## src/rtl/fp_pkg.sv

```systemverilog
// Shared types and helpers for the single-precision FP adder datapath.
package fp_pkg;

    localparam int unsigned EXP_W = 8;
    localparam int unsigned MAN_W = 23;
    localparam int unsigned SIG_W = MAN_W + 1;
    localparam int unsigned FP_W  = 1 + EXP_W + MAN_W;

    typedef struct packed {
        logic             sign;
        logic [EXP_W-1:0] exp;
        logic [MAN_W-1:0] man;
    } fp32_t;

    typedef logic [SIG_W-1:0] sig_t;

    typedef struct packed {
        logic             valid;
        fp32_t            a;
        fp32_t            b;
        logic [EXP_W-1:0] exp_out;
        sig_t             aligned_a;
        sig_t             aligned_b;
        logic             a_exp_ge;
    } align_stage_t;

    // Logical right shift that flushes to zero once every significand bit is gone.
    function automatic sig_t shift_sig(input sig_t sig, input logic [EXP_W-1:0] diff);
        sig_t res;
        res = '0;
        if (diff < EXP_W'(SIG_W)) begin
            res = sig >> diff;
        end
        return res;
    endfunction

endpackage

```

## src/rtl/fp_mantissa_aligner.sv

```systemverilog
// Aligns two significands to the larger exponent; selection uses exponent fields only.
module fp_mantissa_aligner
    import fp_pkg::*;
(
    input  logic [EXP_W-1:0] exp_a_i,
    input  logic [EXP_W-1:0] exp_b_i,
    input  logic [MAN_W-1:0] man_a_i,
    input  logic [MAN_W-1:0] man_b_i,
    output logic [EXP_W-1:0] exp_out_c,
    output sig_t             aligned_a_c,
    output sig_t             aligned_b_c,
    output logic             a_exp_ge_c
);

    sig_t             sig_a;
    sig_t             sig_b;
    logic [EXP_W-1:0] diff_ab;
    logic [EXP_W-1:0] diff_ba;

    // Hidden bit is forced to 1; special operands are resolved downstream.
    assign sig_a   = {1'b1, man_a_i};
    assign sig_b   = {1'b1, man_b_i};
    assign diff_ab = exp_a_i - exp_b_i;
    assign diff_ba = exp_b_i - exp_a_i;

    always_comb begin
        exp_out_c   = exp_a_i;
        aligned_a_c = sig_a;
        aligned_b_c = sig_b;
        a_exp_ge_c  = 1'b1;
        if (exp_a_i >= exp_b_i) begin
            aligned_b_c = shift_sig(sig_b, diff_ab);
        end else begin
            exp_out_c   = exp_b_i;
            aligned_a_c = shift_sig(sig_a, diff_ba);
            a_exp_ge_c  = 1'b0;
        end
    end

endmodule

```

## src/rtl/fp_add_align_stage.sv

```systemverilog
// First FP adder stage: field split, significand alignment, one register stage.
module fp_add_align_stage
    import fp_pkg::*;
(
    input  logic              clk,
    input  logic              rst_n,
    input  logic              in_valid,
    input  logic [FP_W-1:0]   a,
    input  logic [FP_W-1:0]   b,
    output logic              out_valid,
    output logic              sign_a,
    output logic              sign_b,
    output logic [EXP_W-1:0]  exp_a,
    output logic [EXP_W-1:0]  exp_b,
    output logic [MAN_W-1:0]  man_a,
    output logic [MAN_W-1:0]  man_b,
    output logic [EXP_W-1:0]  exp_out,
    output logic [SIG_W-1:0]  aligned_man_a,
    output logic [SIG_W-1:0]  aligned_man_b,
    output logic              a_exp_ge
);

    fp32_t            op_a;
    fp32_t            op_b;
    logic [EXP_W-1:0] exp_out_c;
    sig_t             aligned_a_c;
    sig_t             aligned_b_c;
    logic             a_exp_ge_c;
    align_stage_t     stage_d;
    align_stage_t     stage_q;

    assign op_a = fp32_t'(a);
    assign op_b = fp32_t'(b);

    fp_mantissa_aligner u_aligner (
        .exp_a_i     (op_a.exp),
        .exp_b_i     (op_b.exp),
        .man_a_i     (op_a.man),
        .man_b_i     (op_b.man),
        .exp_out_c   (exp_out_c),
        .aligned_a_c (aligned_a_c),
        .aligned_b_c (aligned_b_c),
        .a_exp_ge_c  (a_exp_ge_c)
    );

    // Data loads every cycle; consumers qualify with valid.
    always_comb begin
        stage_d           = '0;
        stage_d.valid     = in_valid;
        stage_d.a         = op_a;
        stage_d.b         = op_b;
        stage_d.exp_out   = exp_out_c;
        stage_d.aligned_a = aligned_a_c;
        stage_d.aligned_b = aligned_b_c;
        stage_d.a_exp_ge  = a_exp_ge_c;
    end

    always_ff @(posedge clk or negedge rst_n) begin
        if (!rst_n) begin
            stage_q <= '0;
        end else begin
            stage_q <= stage_d;
        end
    end

    assign out_valid     = stage_q.valid;
    assign sign_a        = stage_q.a.sign;
    assign sign_b        = stage_q.b.sign;
    assign exp_a         = stage_q.a.exp;
    assign exp_b         = stage_q.b.exp;
    assign man_a         = stage_q.a.man;
    assign man_b         = stage_q.b.man;
    assign exp_out       = stage_q.exp_out;
    assign aligned_man_a = stage_q.aligned_a;
    assign aligned_man_b = stage_q.aligned_b;
    assign a_exp_ge      = stage_q.a_exp_ge;

endmodule

```

## config.mk

```make
export PLATFORM = sky130hd
export DESIGN_NAME = fp_add_align_stage
export DESIGN_NICKNAME = d
export VERILOG_FILES = /design/src/rtl/fp_pkg.sv /design/src/rtl/fp_mantissa_aligner.sv /design/src/rtl/fp_add_align_stage.sv
export SDC_FILE = /design/constraint.sdc
export NUM_CORES = 1
export LEC_CHECK = 0
export ABC_AREA = 1
export BUFFER_PORTS_ARGS = -buffer_cell sky130_fd_sc_hd__buf_2
export CORE_AREA = 2 2 157 159
export DETAILED_ROUTE_END_ITERATION = 10
export DIE_AREA = 0 0 159 161
export HOLD_SLACK_MARGIN = 0.06
export PLACE_DENSITY = 0.55
export SLEW_MARGIN = 20
export SYNTH_ARGS = -nofsm -noshare
export SYNTH_HDL_FRONTEND = slang
export SYNTH_SLANG_ARGS = --single-unit
```

## constraint.sdc

```tcl
create_clock -name clk -period 0.8 [get_ports clk]
set_input_delay 0.04 -clock clk [delete_from_list [all_inputs] [get_ports clk]]
set_output_delay 0.04 -clock clk [all_outputs]
set_load 0.05 [all_outputs]
```

==> flow_summary.yaml <==
status:
  outcome: "finished with violations"
  violations: "setup timing"
detailed_routing:
  wl_mm: 30.2
  wl_per_cell_um: 18.2
  dr.pass1.iters: 6
  drt_iter0_drc: 715
  vias: 8664
  route.detailed.drc: 0
  avgViaCountPerCell: 5.22
  drtAntennaViolNets: 0
synth:
  synth_top_area_share: 0.433
  ys.flop_type: "dfrtp_1"
  ys_top_cells_by_area: "dfrtp_1, nand2_1, nand3_1"
  yosys_warnings: 0
  synth_area_sq_um: 7060
  ys_seq_area_frac: 0.433
  yosysUniqueCellTypes: 36
  ys_ff_latch: 122
  async_flop_share: 1.00
  yosysTopAreaCell: "dfrtp_1"
  synthCells: 920
  synth_edf_count: 0
  syn_avg_cell_area_sq_um: 7.67
  syn_nets: 1004
final_layout:
  antennaDiodeCount: 0
  final_cell_mix: "nand2_1, buf_6, buf_4, dfrtp_1, nand3_1"
  fill_cells: 2104
  layout.area.seq_sq_um: 3050
  layout.cells.non_filler: 1659
  fin_area_sq_um: 13500
  post-route-util: 0.562
  multi_input_area_sq_um: 4750
  layout-drive-gt1-share: 0.509
  final_nets: 1406
  final_common_cell: "nand2_1"
  area_delta_synth_final_pct: 91.0
power:
  power_mw: 28.3
  power_density_nw_per_um2: 2100
  leakagePower_nw: 6.57
  irDropWorstVdd_mv: 1.35
sta:
  final.min_clock_period_ps: 1870
  maxSlewViolCount: 0
  grt_setup_unrepaired: "yes"
  maxSlewHeadroom: 0.777
  fmax_mhz: 534
  worst_slack_ps: -1070
  worst_pin_slew_ps: 334
  finalHoldViolCount: 0
  period_share: 2.34
  setup-violations-final: 179
global_route:
  grt_pass1_wl_mm: 45.9
  grt_pass1_vias: 8348
  grt-ovfl-total: 0
  globalRouteTotalUtil: 0.227
  grt_max_degree: 43
  antenna_found_initial: 0
worst_setup_path:
  worstPathMaxFanout: 4
  crit_required_ps: 1160
  critPathCaptureType: "register"
  critical_path_class: "input pin to register"
  cp.arrival_ps: 2230
  startpoint_type: "input pin"
clocking:
  cts-buffers-inserted: 17
  clk_path_buf_depth: 2
  cts.clk_slew.worst_paths_ps: 60
  htreeDepth: 4
  cts_sinks: 122
  cts_tree: "built"
  cts_root_buffer: "clkbuf_16"
place:
  dp_hpwl_mm: 19.0
  dp.cells: 1510
  portBuffers: 188
  place_congestion: 0.912
  pre_cts_ws_ps: -1570
  placed_area_sq_um: 9600
die:
  fp.dieArea_sq_um: 25600
  start_util: 0.295
  row_count: 57
  io_pins: 189
  die_x_um: 159
  core_sq_um: 24000
  die_height_um: 161
job:
  maxCapViolations: 0
worst_hold_path:
  min_path_type: "input pin to async pin"
==> per-stage QoR <==
stage	setup TNS (ps)	hold WS, ps
2_1_floorplan	-52970	-256
3_3_place_gp	-76830	-108
3_5_place_dp	-78580	-105
4_1_cts	-73170	-231
5_1_grt	-84380	21.7
6_report	-75850	18.3
==> logic make-up after synthesis <==
logic type / count (synthesis) / share of synthesized area
AOI/OAI and AO/OA: 61 / 0.0507
adders and majority gates: 17 / 0.0323
xor gates and xnor gates: 6 / 0.0165
DFF: 122 / 0.433
buffers and inverters: 116 / 0.0704
and+or+nand+nor: 598 / 0.398
==> path summary, 6_finish.rpt <==
check / startpoint / to / cells after the start
setup / recovery: a[23] / aligned_man_a[2] / 17
hold / removal: rst_n / man_a[19] / 2
min in group clk: b[24] / exp_out[1] / 4
max in group asynchronous: rst_n / aligned_man_b[9] / 3
==> registers in the layout, summed over array words and instances (netlist names) <==
| name | flops |
|---|---|
| sign_a | 1 |
| man_a | 23 |
| exp_out | 8 |
| sign_b | 1 |
| aligned_man_a | 24 |
| exp_b | 8 |
| man_b | 23 |
| out_valid | 1 |
| aligned_man_b | 24 |
| a_exp_ge | 1 |
| exp_a | 8 |
==> cell usage after synthesis (5+ instances only) <==
library cell	number
buf_2	10
nand4_1	88
dfrtp_1	122
clkbuf_1	25
o211ai_1	5
nand3_1	187
nand2_1	287
inv_2	9
nor2_1	13
inv_1	49
buf_4	7
ha_1	15
o21ai_0	9
a21oi_1	15
o21ai_1	23
nand2_2	10
buf_1	11
==> routing by layer <==
metal	global-route usage	vias to the layer above	part of all wire
li1	-	3951	-
met4	0.0736	0	0.029
met3	0.0421	81	0.076
met5	0	-	0
met1	0.311	4179	0.43
met2	0.364	453	0.47
==> what timing repair did <==
item                                   4_1_cts  5_1_grt
pin swaps                                   86      101
setup buffers                               19       11
gates resized for setup                    415      145
cloned                                       9        4
setup endpoints to repair                  179      179
endpoints found under the hold margin      241       16
hold buffers                                71        3
==> report_power, final <==
group / total [mW] / switching, mW / internal, mW / leakage [nW]
sequential: 6.96 / 0.286 / 6.67 / 1.48
combinational: 13.3 / 7.93 / 5.39 / 4.80
clock: 8.06 / 2.92 / 5.14 / 0.295
==> final cells by class <==
cell class	count	area share
Multi-Input combinational cell	684	0.352
Timing Repair Buffer	437	0.327
Sequential cell	122	0.227
Clock buffer	25	0.0360
Tap cell	324	0.0301
Inverter	60	0.0191
Clock inverter	7	0.00845
==> critical path: stages <==
cell	delay [ps]
buf_12	110
buf_12	120
ha_4	150
fa_2	350
buf_4	150
buf_6	110
o21bai_4	150
xor2_4	170
nor2_2	50
nor2_2	110
nand3_4	130
nor2_4	150
buf_12	140
nand2_4	60
nand2_1	80
nand2_1	80
nand2_1	70
Note: power is estimated with default switching activity, not from simulation.
